File: src/rtl/serial_parallel.sv
// Serial-to-parallel receiver: locks byte alignment on a run of comma characters,
// then delivers each non-comma byte on Data_out with valid_out.
//
// state       | meaning
// ------------+------------------------------------------------------------
// ST_INACTIVE | hunting for alignment: sliding comma search, then aligned comma run
// ST_ACTIVE   | aligned; payload bytes delivered at every byte boundary
module serial_parallel #(
    parameter logic [7:0] COMMA       = 8'hBC,
    parameter int         ALIGN_COUNT = 4
) (
    input  logic       clk_32f,
    input  logic       reset,
    input  logic       Data_in,
    output logic [7:0] Data_out,
    output logic       valid_out,
    output logic       active
);

    localparam int CW = $clog2(ALIGN_COUNT + 1);

    typedef enum logic {
        ST_INACTIVE = 1'b0,
        ST_ACTIVE   = 1'b1
    } state_t;

    state_t          state_q, state_d;
    logic [7:0]      shift_q;
    logic [2:0]      bit_cnt_q, bit_cnt_d;
    logic [CW-1:0]   comma_cnt_q, comma_cnt_d;
    logic [7:0]      data_d;
    logic            valid_d;
    logic [7:0]      window;
    logic            boundary;
    logic            is_comma;

    assign window   = {shift_q[6:0], Data_in};
    assign boundary = (bit_cnt_q == 3'd7);
    assign is_comma = (window == COMMA);
    assign active   = (state_q == ST_ACTIVE);

    always_ff @(posedge clk_32f or negedge reset) begin
        if (!reset) begin
            state_q     <= ST_INACTIVE;
            shift_q     <= '0;
            bit_cnt_q   <= '0;
            comma_cnt_q <= '0;
            Data_out    <= '0;
            valid_out   <= 1'b0;
        end else begin
            state_q     <= state_d;
            shift_q     <= window;
            bit_cnt_q   <= bit_cnt_d;
            comma_cnt_q <= comma_cnt_d;
            Data_out    <= data_d;
            valid_out   <= valid_d;
        end
    end

    always_comb begin
        state_d     = state_q;
        bit_cnt_d   = bit_cnt_q + 3'd1;
        comma_cnt_d = comma_cnt_q;
        data_d      = Data_out;
        valid_d     = valid_out;

        case (state_q)
            ST_INACTIVE: begin
                if (comma_cnt_q == '0) begin
                    // First comma re-phases the bit counter so the next 8 bits are one byte
                    if (is_comma) begin
                        comma_cnt_d = CW'(1);
                        bit_cnt_d   = '0;
                    end
                end else if (boundary) begin
                    if (is_comma) begin
                        comma_cnt_d = comma_cnt_q + CW'(1);
                        if (comma_cnt_q == CW'(ALIGN_COUNT - 1)) begin
                            state_d = ST_ACTIVE;
                        end
                    end else begin
                        comma_cnt_d = '0;
                    end
                end
            end
            ST_ACTIVE: begin
                // Idle commas are swallowed: Data_out keeps the last payload byte
                if (boundary) begin
                    if (is_comma) begin
                        valid_d = 1'b0;
                    end else begin
                        data_d  = window;
                        valid_d = 1'b1;
                    end
                end
            end
            default: state_d = ST_INACTIVE;
        endcase
    end

endmodule
File: config.mk
export PLATFORM = sky130hd
export DESIGN_NAME = serial_parallel
export DESIGN_NICKNAME = d
export VERILOG_FILES = /design/src/rtl/serial_parallel.sv
export SDC_FILE = /design/constraint.sdc
export NUM_CORES = 1
export LEC_CHECK = 0
export CELL_PAD_IN_SITES_DETAIL_PLACEMENT = 1
export CELL_PAD_IN_SITES_GLOBAL_PLACEMENT = 2
export CORE_ASPECT_RATIO = 0.9
export CORE_MARGIN = 2
export CORE_UTILIZATION = 39
export DETAILED_ROUTE_END_ITERATION = 8
export PLACE_DENSITY = 0.83
export SLEW_MARGIN = 20
export SYNTH_ARGS = -nofsm -noshare
export SYNTH_HDL_FRONTEND = slang
export SYNTH_SLANG_ARGS = --single-unit
File: constraint.sdc
create_clock -name clk_32f -period 5.6 [get_ports clk_32f]
set_input_delay 1.68 -clock clk_32f [delete_from_list [all_inputs] [get_ports clk_32f]]
set_output_delay 1.68 -clock clk_32f [all_outputs]
set_load 0.05 [all_outputs]
Word-level counts from Yosys, hierarchy flattened
Index checks and enable logic that the tools add are counted.

word-level totals
  logic and storage cells = 32
  bits in registers = 23
  input port bits = 3

operators by class
  multiplexer cells = 13
  equal/unequal tests = 4
  reduce and logical (&&, ||, !) cells = 5
  bitwise operators = 2
  add/sub/neg operators = 2

operators by type and width
  kind                                                 number
  two-way mux 3 bit                                    7
  equality test 8 bit, second input constant           1
  adder 3 x 1 -> 3 bit, second input constant          2
  two-way mux 1 bit                                    6
  AND reduction 3 bit                                  2
  equality test 3 x 2 -> 1 bit, second input constant  1
  equality test 3 bit, second input constant           1
  logical NOT 3 bit                                    1
  inequality test 2 bit, second input constant         1
  NOT 1 bit                                            2
  AND reduction 2 bit                                  1
  nonzero test 2 bit                                   1

Logic depth before layout (Yosys ltp)
Gate-level depths: netlist (run 1).

  word-level depth = 6
  mapped depth = 5
  depth with buffers taken out = 5

Worst setup path after synthesis (run 1)
Ideal clock, no wire load.

  path type = input to register
  start = in Data_in
  end = reg Data_out[0]
  path slack = 2.552 ns
  data arrival time = 2.923 ns
  required time = 5.475 ns
  path buffers = 1
  stages = 4
  setup time = 0.125 ns
  cells stage by stage = or4b_1 -> buf_2 -> o21bai_4 -> mux2_4

between the ends
  word-level cells in the longest chain between the ends = 3

RTL lines
  what                                  line  source
  start, declared                       14    input logic Data_in,
  equality test 8 bit                   39    assign is_comma = (window == COMMA);
  NOT 1 bit (no source line)            -
  AND reduction 3 bit (no source line)  -
  end signal, assigned                  55    Data_out <= data_d;
  end, declared                         15    output logic [7:0] Data_out,

Parallel ways exist; a longest one is shown, timed or not.
A chain may end at the register's enable or synchronous reset.

Worst setup path after layout (run 1)
  start = reg state_q, in the netlist active
  end = out active

RTL lines
  what                    line  source
  start, declared         27    state_t state_q, state_d;
  start signal, assigned  51    state_q <= state_d;
  end, declared           17    output logic active

No word-level cell between the ends.

==> flow_metrics.py, run 1 <==
metrics = {
    "die": {
        "ios": 13,
        "die_x_um": 56.2,
        "die_h_um": 51.0,
        "initial_core_util_pct": 40.1,
        "core_area_mm2": 0.00238,
        "die-area_mm2": 0.00286,
        "row_count": 17,
    },
    "job": {
        "timing.max_cap.violations": 0,
    },
    "worst_setup_path": {
        "end_kind": "output pin",
        "path_cells": "clkdlybuf4s50_1",
        "crit_type": "flip-flop to output pin",
        "startpoint_type": "flip-flop",
        "critPathTopFamily": "buffers and inverters",
        "cp.arrival_ns": 1.65,
        "critPathMaxFanout": 8,
        "required_ns": 3.92,
        "worst-path-buf-inv": 1,
        "slowest_stage": "clkdlybuf4s50_1",
        "max_stage_delay_ns": 0.84,
    },
    "placed_design": {
        "numPortBuffers": 12,
        "gp_congestion": 0.715,
        "post-dp-hpwl_um": 1230,
        "dp_cells": 106,
    },
    "synth": {
        "ys_warn_count": 0,
        "yosysSeqAreaShare_pct": 60.2,
        "synth_xor_area_share_pct": 0,
        "synth-seq-cells": 23,
        "synth_nets": 75,
        "yosys.area.top_type_share_pct": 60.2,
        "syn_inst": 67,
        "synth-edff-count": 0,
        "synth_largest_area_cell": "dfrtp_1",
        "syn_avg_cell_area_um2": 14.3,
        "synth_area_um2": 956,
        "synth_area_leaders": "dfrtp_1 60%, mux2_4 13%, ha_1 6.5%",
        "synth-compound-area-share_pct": 6.81,
        "synth-simple-area-share_pct": 10.7,
        "ys.flop_type": "dfrtp_1",
        "synth_top_family_by_area": "multiplexers",
        "async_flop_share_pct": 100,
        "synth.mux.area_fraction_pct": 13.6,
        "synth_cell_types": 23,
        "synth_fa_ha_area_share_pct": 6.54,
    },
    "timing": {
        "tightestPinTransition_ns": 0.998,
        "whs_ns": 0.396,
        "finalHoldViolCount": 0,
        "fin_tns_setup_ns": 0,
        "fin_crit_sh_pct": 59.5,
        "timing.clock.skew_ns": 0.0107,
        "min_period_ns": 3.33,
        "rsz0062_at_grt": "no",
        "timing.fmax_ghz": 0.300,
        "slew_viol_final": 0,
        "setup_viol": 0,
        "maxSlewHeadroom_pct": 33.3,
    },
    "routing": {
        "ant_nets": 0,
        "routed_wire_length_per_instance_um": 15.2,
        "via_count": 557,
        "drc": 0,
        "routed_wirelength_um": 1670,
        "viasPerCell": 5.06,
        "first_pass_iters": 4,
        "dr.first_iter.drc_count": 11,
    },
    "min_path": {
        "hold_class": "flip-flop to flip-flop",
    },
    "finish": {
        "fin_cells": 110,
        "multiInputGateArea_um2": 360,
        "area_growth_pct": 18.6,
        "final_nets": 91,
        "regArea_um2": 576,
        "drive_above_1_share_pct": 15.9,
        "fillers": 253,
        "diodes": 0,
    },
    "grt": {
        "grt_usage_pct": 13.7,
        "grt_pass1_wl_um": 2840,
        "grt_max_degree": 24,
        "grt_pass1_vias": 563,
        "grt.overflow.total": 0,
        "antenna_found_initial": 0,
    },
    "cts": {
        "postCtsSetupBuffers": 0,
        "tritoncts": "done",
        "clk_path_buf_depth": 2,
        "clk_latency_ns": 0.32,
        "clock_sinks": 23,
        "cts.reportedPaths.clkPinSlew_ns": 0.13,
        "cts_hold_buf": 0,
        "cts_made_buffers": 3,
        "cts_resized": 0,
        "cts-root-buf": "clkbuf_4",
        "cts_max_level": 1,
    },
    "pwr": {
        "p_leak_nw": 0.533,
        "p_per_area_mw_per_mm2": 289,
        "ir_drop_mv": 0.188,
    },
    "outcome": {
        "outcome": "complete, no violations",
    },
}
-- worst paths after layout --
check | startpoint | end | slack (ns) | cells after the start
setup / recovery | active$_DFF_PN0_ | active | 2.27 | 1
hold / removal | shift_q[5]$_DFF_PN0_ | shift_q[6]$_DFF_PN0_ | 0.40 | 0
setup reg to reg | shift_q[0]$_DFF_PN0_ | Data_out[2]$_DFFE_PN0P_ | 3.64 | 3
hold reg to reg | shift_q[5]$_DFF_PN0_ | shift_q[6]$_DFF_PN0_ | 0.40 | 0
max in group asynchronous | reset | bit_cnt_q[2]$_DFF_PN0_ | 3.10 | 1
min in group asynchronous | reset | Data_out[6]$_DFFE_PN0P_ | 1.89 | 1
-- Yosys cell counts, types with 2 or more instances --
library cell,count
dfrtp_1,23
mux2_4,8
ha_1,5
inv_1,4
nand2_1,3
nor2_1,3
nor2b_1,3
nand2b_1,2
o211ai_1,2
-- logic make-up (layout without fill, tap and decap cells) --
family / Yosys count / in the layout
and+or+nand+nor: 18 / 18
adders and majority gates: 5 / 5
muxes: 9 / 9
AOI/OAI and AO/OA: 7 / 7
DFF: 23 / 23
buffers and inverters: 5 / 20
-- cell usage in the layout, fill, tap and decap left out --
cell type,count
clkinv_2,1
a22oi_1,1
mux2_4,8
clkdlybuf4s50_1,12
or4b_1,1
clkbuf_4,3
a41o_1,1
nand4_1,1
or4_1,1
o211ai_1,2
nand2_1,3
o22a_1,1
nor2b_1,3
mux2i_1,1
nand3b_1,1
dfrtp_1,23
ha_1,5
a21oi_1,1
inv_1,4
o21bai_4,1
nand2b_1,2
nor2_1,3
or3_1,1
nor4_1,1
nor3_1,1
-- per-layer routing --
metal	GRT usage, %	share of wire [%]	up-vias
li1	-	-	266
met1	18.6	53	278
met2	19.8	42	9
met3	5.57	3.5	4
met4	4.76	1.4	0
met5	0	0	-
-- per-stage QoR --
step	util, %	power, mW	area (um^2)	setup WS [ns]
detailed placement	46.4	0.253	1110	1.95
finish	47.6	0.327	1130	2.27
global route	47.6	0.345	1130	2.22
floorplan	-	0.233	956	2.55
global placement	46.4	0.250	1110	2.00
CTS	47.6	0.332	1130	2.26
-- registers in the layout, indices dropped and copies added (netlist names) --
signal,cells
bit_cnt_q,3
Data_out,8
active,1
shift_q,7
valid_out,1
comma_cnt_q,3
-- where the power goes --
group | switching (mW) | internal, mW | total [mW]
Clock | 0.0512 | 0.0268 | 0.0780
Sequential | 0.0105 | 0.183 | 0.193
Combinational | 0.0317 | 0.0242 | 0.0560
Total | 0.0935 | 0.234 | 0.327
-- layout make-up --
| cell class | instances | area share, % |
|---|---|---|
| Inverter | 4 | 1.32 |
| Clock buffer | 3 | 1.99 |
| Multi-Input combinational cell | 39 | 31.8 |
| Timing Repair Buffer | 12 | 10.6 |
| Sequential cell | 23 | 50.8 |
| Clock inverter | 1 | 0.442 |
| Tap cell | 28 | 3.09 |
(Power assumes the default switching activity.)
==> run 2: changes to the inputs <==
--- a/config.mk
+++ b/config.mk
@@ -9,9 +9,9 @@
 export CELL_PAD_IN_SITES_GLOBAL_PLACEMENT = 2
 export CORE_ASPECT_RATIO = 0.9
 export CORE_MARGIN = 2
-export CORE_UTILIZATION = 39
+export CORE_UTILIZATION = 36
 export DETAILED_ROUTE_END_ITERATION = 8
-export PLACE_DENSITY = 0.83
+export PLACE_DENSITY = 0.78
 export SLEW_MARGIN = 20
 export SYNTH_ARGS = -nofsm -noshare
 export SYNTH_HDL_FRONTEND = slang
==> constraint.sdc (replaced) <==
create_clock -name clk_32f -period 3.1 [get_ports clk_32f]
set_input_delay 0.93 -clock clk_32f [delete_from_list [all_inputs] [get_ports clk_32f]]
set_output_delay 0.93 -clock clk_32f [all_outputs]
set_load 0.05 [all_outputs]
==> run 2 against run 1 <==
  * Routed wire length fell by 2.2%
  * Final area rose by 1.5%
  * Critical path depth did not move
  * Sequential share of layout area fell by 0.77 points
  * Via count rose by 1.6%
==> flow_metrics.py, run 2 (synthesis gave the netlist of run 1 again) <==
metrics = {
    "grt": {
        "antenna_found_initial": 0,
        "grt.overflow.total": 0,
        "grt_pass1_wl_um": 2890,
        "grt_pass1_vias": 597,
        "grt_max_degree": 24,
        "grt_usage_pct": 13.0,
    },
    "placed_design": {
        "gp_congestion": 0.792,
        "post-dp-hpwl_um": 1230,
        "numPortBuffers": 12,
    },
    "worst_setup_path": {
        "worst-path-buf-inv": 1,
        "r2r_setup_slack_ns": 1.16,
        "critPathTopFamily": "buffers and inverters",
        "reg2reg_depth": 3,
        "timing.rr.start": "shift_q[5]$_DFF_PN0_",
        "required_ns": 2.17,
        "critPathMaxFanout": 8,
        "end_kind": "output pin",
        "max_stage_delay_ns": 0.84,
        "worstReg2RegEnd": "Data_out[1]$_DFFE_PN0P_",
        "path_cells": "clkdlybuf4s50_1",
        "cp.arrival_ns": 1.63,
        "slowest_stage": "clkdlybuf4s50_1",
        "crit_type": "flip-flop to output pin",
        "startpoint_type": "flip-flop",
    },
    "finish": {
        "final_nets": 93,
        "regMostFlops": "Data_out",
        "final_cell_mix": "23 x dfrtp_1, 12 x clkdlybuf4s50_1, 8 x mux2_4, 5 x ha_1, 4 x inv_1",
        "largest_registers": "Data_out: 8 flops, shift_q: 7 flops",
        "area_growth_pct": 20.4,
        "largest_reg_flops": 8,
        "layout_commonest_cell": "dfrtp_1",
        "diodes": 0,
        "drive_above_1_share_pct": 17.9,
    },
    "routing": {
        "routed_wirelength_um": 1640,
        "viasPerCell": 5.05,
        "drc": 0,
        "via_count": 566,
        "dr.first_iter.drc_count": 2,
        "routed_wire_length_per_instance_um": 14.6,
        "ant_nets": 0,
        "first_pass_iters": 2,
    },
    "cts": {
        "clock_sinks": 23,
        "cts-root-buf": "clkbuf_4",
        "cts_max_level": 1,
        "clk_latency_ns": 0.31,
        "cts_resized": 0,
        "clk_path_buf_depth": 2,
        "cts.reportedPaths.clkPinSlew_ns": 0.12,
        "postCtsSetupBuffers": 0,
        "cts_hold_buf": 0,
        "cts_made_buffers": 3,
        "tritoncts": "done",
    },
    "pwr": {
        "p_per_area_mw_per_mm2": 513,
        "ir_drop_mv": 0.288,
        "p_leak_nw": 0.539,
    },
    "min_path": {
        "min_to": "shift_q[6]$_DFF_PN0_",
        "hp-start": "shift_q[5]$_DFF_PN0_",
        "hold_path_depth": 0,
        "hold_class": "flip-flop to flip-flop",
    },
    "timing": {
        "min_period_ns": 2.56,
        "whs_ns": 0.420,
        "timing.clock.skew_ns": 0.00174,
        "slew_viol_final": 0,
        "maxSlewHeadroom_pct": 66.2,
        "rsz0062_at_grt": "no",
        "fin_tns_setup_ns": 0,
        "fin_crit_sh_pct": 82.5,
        "setup_viol": 0,
        "timing.fmax_ghz": 0.391,
        "finalHoldViolCount": 0,
        "tightestPinTransition_ns": 0.506,
    },
    "die": {
        "die-area_mm2": 0.00308,
        "row_count": 17,
        "core_area_mm2": 0.00249,
        "die_x_um": 58.3,
        "die_h_um": 52.9,
        "ios": 13,
        "initial_core_util_pct": 38.4,
    },
    "job": {
        "timing.max_cap.violations": 0,
    },
    "outcome": {
        "outcome": "complete, no violations",
    },
}
run 2: cell types whose count changed in the layout (fill, tap and decap cells not counted), sizes merged:
cell | previous run | this run
buf | 0 | 2
clkinv | 1 | 0
clkinvlp | 0 | 1
run 2: how the worst max path moves through the flow:
| stage | depth (start not counted) | endpoint | startpoint |
|---|---|---|---|
| finish | 1 | active | active$_DFF_PN0_ |
| global route | 1 | active | active$_DFF_PN0_ |
| floorplan | 4 | Data_out[0]$_DFFE_PN0P_ | Data_in |
| global placement | 4 | Data_out[4]$_DFFE_PN0P_ | Data_in |
| detailed placement | 4 | Data_out[1]$_DFFE_PN0P_ | Data_in |
| CTS | 1 | active | active$_DFF_PN0_ |
run 2: report_power, final:
group | switching, mW | total, mW | internal, mW
clock network | 0.0903 | 0.140 | 0.0492
registers | 0.0188 | 0.349 | 0.330
logic | 0.0575 | 0.102 | 0.0448
run 2: cell type report:
cell class / instances / area, um^2
flip-flops and latches: 23 / 576
multi-input cells: 39 / 360
clock buffers: 3 / 22.5
repair buffers: 14 / 135
clock inverters: 1 / 7.51
fillers: 250 / 1340
inverters: 4 / 15.0
well taps: 28 / 35.0
run 2: per-layer routing:
metal / track usage, % / wire (um)
met5: 0 / 0
met1: 18.2 / 801
met3: 4.65 / 70
met4: 3.49 / 14
met2: 18.9 / 749
run 2: stage by stage:
stage / instance area, um^2 / total power [mW] / worst slack (ns) / utilization [%] / cells
after floorplan: 956 / 0.421 / 0.802 / - / 67
after global placement: 1120 / 0.454 / 0.242 / 45.0 / 108
after detailed placement: 1120 / 0.459 / 0.207 / 45.0 / 108
after CTS: 1150 / 0.598 / 0.502 / 46.3 / 112
after global routing: 1150 / 0.627 / 0.442 / 46.3 / 112
final: 1150 / 0.590 / 0.544 / 46.3 / 112
==> run 3: changes to the inputs <==
--- a/config.mk
+++ b/config.mk
@@ -9,9 +9,9 @@
 export CELL_PAD_IN_SITES_GLOBAL_PLACEMENT = 2
 export CORE_ASPECT_RATIO = 0.9
 export CORE_MARGIN = 2
-export CORE_UTILIZATION = 36
+export CORE_UTILIZATION = 33
 export DETAILED_ROUTE_END_ITERATION = 8
-export PLACE_DENSITY = 0.78
+export PLACE_DENSITY = 0.75
 export SLEW_MARGIN = 20
 export SYNTH_ARGS = -nofsm -noshare
 export SYNTH_HDL_FRONTEND = slang
==> constraint.sdc (replaced) <==
create_clock -name clk_32f -period 2.3 [get_ports clk_32f]
set_input_delay 0.69 -clock clk_32f [delete_from_list [all_inputs] [get_ports clk_32f]]
set_output_delay 0.69 -clock clk_32f [all_outputs]
set_load 0.05 [all_outputs]
==> run 3 against run 2 <==
  * Die area grew 8.4%
  * Sequential power grew 34%
  * Worst setup slack lost 0.46 ns
  * Cell count grew 15%
  * Via count grew 4.6%
  * Non-clock buffer count grew 5
  * Routed wire length grew 7.6%
  * Sequential share of layout area shrank 2.0 points
  * Critical endpoint is now valid_out
  * Critical path depth is the same
  * Largest power group unchanged
  * Final area grew 4.1%
  * First-iteration DRC count grew to 11 times the previous value
==> flow_metrics.py, run 3 (synthesis gave the netlist of run 1 again) <==
metrics = {
    "worst_setup_path": {
        "critPathMaxFanout": 2,
        "max_stage_delay_ns": 0.81,
        "end_kind": "output pin",
        "slowest_stage": "clkdlybuf4s50_1",
        "crit_type": "flip-flop to output pin",
        "critPathTopFamily": "buffers and inverters",
        "path_cells": "clkdlybuf4s50_1",
        "startpoint_type": "flip-flop",
        "required_ns": 1.61,
        "cp.arrival_ns": 1.52,
        "worst-path-buf-inv": 1,
    },
    "timing": {
        "maxSlewHeadroom_pct": 66.5,
        "fin_ws_ns": 0.0880,
        "fin_crit_sh_pct": 96.2,
        "finalHoldViolCount": 0,
        "rsz0062_at_grt": "no",
        "timing.clock.skew_ns": 0.00901,
        "min_period_ns": 2.21,
        "whs_ns": 0.408,
        "slew_viol_final": 0,
        "timing.fmax_ghz": 0.452,
        "setup_viol": 0,
        "tightestPinTransition_ns": 0.501,
    },
    "cts": {
        "cts_made_buffers": 3,
        "cts_hold_buf": 0,
        "cts.reportedPaths.clkPinSlew_ns": 0.13,
        "postCtsSetupBuffers": 0,
        "cts_resized": 0,
        "cts-root-buf": "clkbuf_4",
        "clk_latency_ns": 0.32,
        "cts_max_level": 1,
        "clk_path_buf_depth": 2,
        "tritoncts": "done",
        "clock_sinks": 23,
    },
    "outcome": {
        "outcome": "complete, no violations",
    },
    "die": {
        "row_count": 18,
        "core_area_mm2": 0.00275,
        "initial_core_util_pct": 34.8,
        "die-area_mm2": 0.00334,
        "die_h_um": 55.1,
        "die_x_um": 60.7,
        "ios": 13,
    },
    "grt": {
        "grt_usage_pct": 12.8,
        "grt_max_degree": 24,
        "antenna_found_initial": 0,
        "grt_pass1_vias": 625,
        "grt.overflow.total": 0,
        "grt_pass1_wl_um": 3050,
    },
    "finish": {
        "diodes": 0,
        "drive_above_1_share_pct": 23.6,
        "largest_reg_flops": 8,
        "layout_commonest_cell": "dfrtp_1",
        "fin_util_pct": 43.6,
        "final_nets": 98,
        "largest_registers": "Data_out: 8 flops, shift_q: 7 flops",
        "regMostFlops": "Data_out",
        "area_growth_pct": 25.4,
        "final_cell_mix": "23 x dfrtp_1, 11 x clkdlybuf4s50_1, 8 x mux2_4, 8 x buf_4, 5 x ha_1",
    },
    "routing": {
        "via_count": 592,
        "routed_wirelength_um": 1760,
        "m1WireLength_um": 853,
        "first_pass_iters": 4,
        "viasPerCell": 4.59,
        "wl_met3_um": 78,
        "dr.max_layer_used": "met4",
        "ant_nets": 0,
        "wl_met2_um": 810,
        "drc": 0,
        "dr.first_iter.drc_count": 22,
        "routed_wire_length_per_instance_um": 13.7,
    },
    "pwr": {
        "total_power_mw": 0.801,
        "p_per_area_mw_per_mm2": 668,
        "ir_drop_mv": 0.350,
        "p_leak_nw": 0.566,
    },
    "placed_design": {
        "numPortBuffers": 12,
        "gp_congestion": 0.672,
        "post-dp-hpwl_um": 1260,
        "post-place-ws_ns": -0.190,
    },
    "job": {
        "timing.max_cap.violations": 0,
    },
    "min_path": {
        "hold_class": "flip-flop to flip-flop",
    },
}
-- run 3: changes by cell type in the layout (fill, tap and decap cells not counted) --
| cell | previous run | this run |
|---|---|---|
| clkinv_2 | 0 | 1 |
| clkinvlp_4 | 1 | 0 |
| buf_4 | 2 | 8 |
| clkdlybuf4s50_1 | 12 | 11 |
-- run 3: layer usage --
| layer | up-vias | track usage, % |
|---|---|---|
| met1 | 297 | 18.1 |
| met3 | 4 | 5.12 |
| li1 | 281 | - |
| met5 | - | 0 |
| met2 | 10 | 17.7 |
| met4 | 0 | 4.35 |
-- run 3: power by group --
group / total, mW / switching [mW] / internal, mW
clock: 0.193 / 0.128 / 0.0652
combinational: 0.139 / 0.0770 / 0.0622
sequential: 0.469 / 0.0241 / 0.445
-- run 3: worst paths after layout --
kind | start | endpoint | slack (ns) | depth (start not counted)
min in group asynchronous | reset | active$_DFF_PN0_ | 0.70 | 2
max in group asynchronous | reset | Data_out[5]$_DFFE_PN0P_ | 1.37 | 2
min reg2reg | shift_q[5]$_DFF_PN0_ | shift_q[6]$_DFF_PN0_ | 0.41 | 0
max reg2reg | shift_q[0]$_DFF_PN0_ | bit_cnt_q[1]$_DFF_PN0_ | 0.48 | 5
min | shift_q[5]$_DFF_PN0_ | shift_q[6]$_DFF_PN0_ | 0.41 | 0
max | valid_out$_DFFE_PN0P_ | valid_out | 0.09 | 1
-- run 3: per-stage QoR --
stage               std cells  area (um^2)  TNS (ns)
CTS                       129         1200         0
global placement          125         1170     -1.94
detailed placement        125         1170     -2.22
finish                    129         1200         0
floorplan                  67          956         0
global route              129         1200         0
-- run 3: cell type report --
cell class	count	area (um^2)
well taps	40	50.0
clock inverters	1	5.00
repair buffers	19	170
multi-input cells	39	360
flip-flops and latches	23	576
clock buffers	3	22.5
inverters	4	15.0
fillers	301	1550
